File: src/rtl/universal_shift_register_core.sv
// Universal shift register: hold / shift right / shift left / parallel load, async active-low reset.
// Define USR_SERIAL_OUT_EN to expose the end bits as serial outputs SRout / SLout.

module universal_shift_register_cell (
  input  logic       clk,
  input  logic       rst_n,
  input  logic [1:0] mode,
  input  logic       par,
  input  logic       hi,
  input  logic       lo,
  output logic       q
);
  logic d;

  // Any mode outside the three active encodings (including X/Z) holds.
  always_comb begin
    d = q;
    case (mode)
      2'b01:   d = hi;
      2'b10:   d = lo;
      2'b11:   d = par;
      default: d = q;
    endcase
  end

  always_ff @(posedge clk or negedge rst_n)
    if (!rst_n) q <= 1'b0;
    else        q <= d;
endmodule

module universal_shift_register_core #(
  parameter int WIDTH = 4
) (
  input  logic             clk,
  input  logic             rst_n,
  input  logic [WIDTH-1:0] P_in,
  input  logic             SLin,
  input  logic             SRin,
  input  logic [1:0]       mode,
`ifdef USR_SERIAL_OUT_EN
  output logic             SRout,
  output logic             SLout,
`endif
  output logic [WIDTH-1:0] P_out
);
  // Per-bit neighbour sources; the shifted-out end bit simply has no consumer.
  logic [WIDTH-1:0] from_hi, from_lo;
  assign from_hi = {SRin, P_out[WIDTH-1:1]};
  assign from_lo = {P_out[WIDTH-2:0], SLin};

  for (genvar i = 0; i < WIDTH; i++) begin : g_bit
    universal_shift_register_cell u_cell (
      .clk   (clk),
      .rst_n (rst_n),
      .mode  (mode),
      .par   (P_in[i]),
      .hi    (from_hi[i]),
      .lo    (from_lo[i]),
      .q     (P_out[i])
    );
  end

`ifdef USR_SERIAL_OUT_EN
  assign SRout = P_out[0];
  assign SLout = P_out[WIDTH-1];
`endif
endmodule

File: config.mk
export PLATFORM = sky130hd
export DESIGN_NAME = universal_shift_register_core
export DESIGN_NICKNAME = d
export VERILOG_FILES = /design/src/rtl/universal_shift_register_core.sv
export SDC_FILE = /design/constraint.sdc
export NUM_CORES = 1
export LEC_CHECK = 0
export ABC_CLOCK_PERIOD_IN_PS = 1100
export BUFFER_PORTS_ARGS = -buffer_cell sky130_fd_sc_hd__buf_2
export CORE_AREA = 2 2 39 41
export CTS_BUF_LIST = sky130_fd_sc_hd__clkbuf_4 sky130_fd_sc_hd__clkbuf_8
export DETAILED_ROUTE_END_ITERATION = 8
export DIE_AREA = 0 0 41 43
export GPL_TIMING_DRIVEN = 0
export MAX_ROUTING_LAYER = met4
export SYNTH_ARGS = -nofsm -noshare
export SYNTH_HDL_FRONTEND = slang
export SYNTH_SLANG_ARGS = --single-unit
File: constraint.sdc
create_clock -name clk -period 1.1 [get_ports clk]
set_input_delay 0.11 -clock clk [delete_from_list [all_inputs] [get_ports clk]]
set_output_delay 0.11 -clock clk [all_outputs]
set_load 0.01 [all_outputs]
* Word level (Yosys, flattened, before mapping) *
Index checks and enable logic that the tools add are counted.

storage, ports and cells
  flip-flop bits (word level) = 4
  input port bits = 10
  logic and storage cells = 12

operators by class
  equality and inequality tests = 3
  mux-type cells = 4
  reduce and logical (&&, ||, !) cells = 1

operators by type and width
  kind                count
  $pmux 1 s3          4
  $eq 2x2->1 const B  2
  $reduce_bool 3->1   1
  $eq 2x1->1 const B  1

* Logic depth before layout (Yosys ltp) *
  depth after elaboration = 2
  mapped depth = 1
  mapped depth without buffers = 1

* Cells and area by module *
Synthesis repeated with hierarchy kept, for this count alone.

unflattened totals
  cell total of the unflattened synthesis = 8
  area, all modules = 190.2 sq um

modules (own cells, without submodules)
  module                         instances  cells each  area each (sq um)
  universal_shift_register_cell  4          2           47.5

* Worst setup path before layout *
No wires, ideal clock.

  path type = reg-to-reg
  start = reg g_bit[2].u_cell.q
  end = reg g_bit[3].u_cell.q
  library setup time = 140 ps
  data arrival time = 843 ps
  data required time = 960 ps
  setup slack = 117 ps
  stages on the path, launching flop included = 2
  path buffers = 0
  period minus slack after synthesis = 983 ps
  cells stage by stage = dfrtp_1 > mux4_1

on the way
  word-level cells in the longest chain between the ends = 1

RTL lines
  what                    line  source
  start, declared         11    output logic q
  start signal, assigned  27    if (!rst_n) q <= 1'b0;
  start signal, assigned  28    else q <= d;
  $pmux 1 s3              18    case (mode)
  end signal, assigned    27
  end signal, assigned    28
  end, declared           11

No other way between the ends.
A chain may end at the register's enable or synchronous reset.

* Final worst setup path *
Same ends and word-level chain as after synthesis.

==> impl_results.md <==
* Vias at 185
* Post-route setup TNS at 0 ns
* DR vias/cell at between 4 and 5
* Worst Path Arrival at roughly 1.1 ns
* Worst Setup Start Kind: flip-flop
* RSZ-0062 raised after global routing: false
* Worst-Skew Late Latency at 0.23 ns
* Worst-path cell chain: mux4_1
* CTS buffer count at 3
* GRT overflow at 0
* Final Cycle Share at 0.939
* FMAX at just under 1000 MHz
* WP depth at 1
* Core Region at between 1000 and 1500 um2
* Area Growth Syn to Fin at 50.0%
* # setup viols final at 0
* Drt first pass iters at 1
* Mux cell area share after synthesis at 0.447
* Post-synthesis xor/xnor area fraction at 0
* Seq/Total Area, Yosys at 0.426
* Max H-tree Level at 1
* Slew headroom at 0.913
* Crit path max-delay cell type: mux4_1
* CP Buf/Inv Count at 0
* Syn Nets at 22
* Commonest non-fill, non-tap cell in the layout: buf_2
* Finished Core Util at 0.255
* Yosys warns at 0
* Post-synth cell types at 3
* Mapped Area at 235 um2
* Most frequent cells in the layout: 13 x buf_2, 4 x mux4_1, 4 x buf_4, 4 x dfrtp_1, 3 x clkbuf_4
* Starting Density at 0.170
* Cell Area, Placed at around 320 um2
* Max_cap viols at 0
* Final min period at 1.03 ns
* P per Cell Area at roughly 1500 nW/um2
* Register area at 100 um2
* Crit-path max FO at 4
* Maximum number of pins on one net before global-route repair at 5
* Fillers at between 100 and 150
* Setup crit end: g_bit[3].u_cell.q$_DFFE_PN0P_
* LEAKAGE at 0.177 nW
* Synth Register Bits at 4
* Antenna-violating nets left at 0
* Max reg flops at 4
* Max-slew violations at 0
* Final Instance Area at between 300 and 400 um2
* Worst Reg-to-Reg Cells at 1
* Chip width at approximately 41 um
* Worst-case clock buffer depth at 2
* Reg2Reg Setup Slack at between 0.06 and 0.07 ns
* Die area at between 1500 and 2000 um2
* Synthesized area per cell at around 20 um2
* CP startpoint: g_bit[2].u_cell.q$_DFFE_PN0P_
* Global-route wire length before repair at roughly 700 um
* Worst Skew at 0.000214 ns
* DRC Markers at 0
* Worst slew pin tran at approximately 0.13 ns
* Post-synthesis adder-cell area fraction at 0
* Site row count at 14
* WL final at roughly 460 um
* Setup crit end kind: flip-flop
* Simple-Gate Fraction of Synth Area at 0
* Clk root buf: clkbuf_4
* CTS tree: built
* Drt wl/cell at approximately 10 um
* Vias in the first global route at 181
* Status: finished clean
* RePlAce Congestion at between 0.6 and 0.7
* Largest family of logic cells by synthesized area: multiplexers
* R2R Path End: g_bit[3].u_cell.q$_DFFE_PN0P_
* Layout cell share with drive strength beyond 1 at 0.690
* Initial antenna violation count at 0
* Final net count at 41
* Reg with most FFs: g_bit.u_cell.q
* Port Buf Inserts at 13
* Crit-path max cell delay at approximately 0.50 ns
* VDD IR max at about 0.46 mV
* Crit path kind: reg2reg
* GR Util All Layers at 0.0690
* Clock sinks at 4
* Compound-Gate Fraction of Synth Area at 0
* Largest delay share family, worst path: multiplexers
* Multi-input logic area at between 100 and 150 um2
* Hold Vio Cnt, Final at 0
* # diodes at 0
* Mapped Cells at 12
* Ports at 14
* Worst-path clk slew at ~0.04 ns
* Number of DRC markers in iteration 0 at 0
* Worst reg2reg startpoint: g_bit[2].u_cell.q$_DFFE_PN0P_
* Die Height at roughly 43 um
* Critical Path RT at around 1.2 ns
* Type of the tightest min-delay check: in2reg
* Top flop regs: g_bit.u_cell.q x4
cell usage after synthesis, drive strengths merged:
master  number  area, um2
buf          4       30.0
dfrtp        4        100
mux4         4        105
what timing repair did:
item / 4_1_cts / 5_1_grt
resized for setup: 0 / 0
endpoints found under the hold margin: 4 / 0
hold buffers: 1 / 0
endpoints found under the setup margin: 0 / 0
setup buffers: 0 / 0
cells by family (layout without fill, tap and decap cells):
group,after synthesis,after routing
DFF,4,4
muxes,4,4
buffers and inverters,4,21
worst min-delay path by stage:
stage / from / end / slack, ns / depth (start not counted)
6_report: mode[0] / g_bit[1].u_cell.q$_DFFE_PN0P_ / 0.18 / 2
5_1_grt: mode[0] / g_bit[3].u_cell.q$_DFFE_PN0P_ / 0.18 / 2
4_1_cts: mode[0] / g_bit[1].u_cell.q$_DFFE_PN0P_ / 0.17 / 2
3_5_place_dp: rst_n / g_bit[3].u_cell.q$_DFFE_PN0P_ / -0.08 / 1
3_3_place_gp: rst_n / g_bit[2].u_cell.q$_DFFE_PN0P_ / -0.09 / 1
2_1_floorplan: rst_n / g_bit[0].u_cell.q$_DFFE_PN0P_ / -0.19 / 0
report_power, final:
group | total (mW) | internal (mW) | switching, mW | leakage (nW)
Combinational | 0.152 | 0.105 | 0.0467 | 0.117
Sequential | 0.202 | 0.176 | 0.0258 | 0.0468
Clock | 0.176 | 0.122 | 0.0540 | 0.0138
Total | 0.530 | 0.403 | 0.126 | 0.177
layer usage:
layer / part of all wire / track usage / routed length (um) / vias up
met1: 0.44 / 0.0746 / 203 / 86
met3: 0.13 / 0.0314 / 62 / 2
li1: - / - / - / 83
met2: 0.42 / 0.0813 / 193 / 14
met4: 0.0086 / 0.0800 / 4 / 0
met5: 0 / - / 0 / -
area by class of cell:
class	count	share of cell area
Buffer	4	0.0851
Sequential cell	4	0.284
Timing Repair Buffer	14	0.213
Tap cell	16	0.0567
Clock buffer	3	0.0638
Multi-Input combinational cell	4	0.298
through the flow:
stage	hold WS [ns]	cells	power, mW	setup WS (ns)
floorplan	-0.186	12	0.293	0.117
global placement	-0.0864	41	0.351	0.0719
detailed placement	-0.0819	41	0.356	0.0695
CTS	0.171	45	0.547	0.0645
global route	0.181	45	0.561	0.0304
finish	0.182	45	0.530	0.0672
Power figures use the tool's default switching activity.
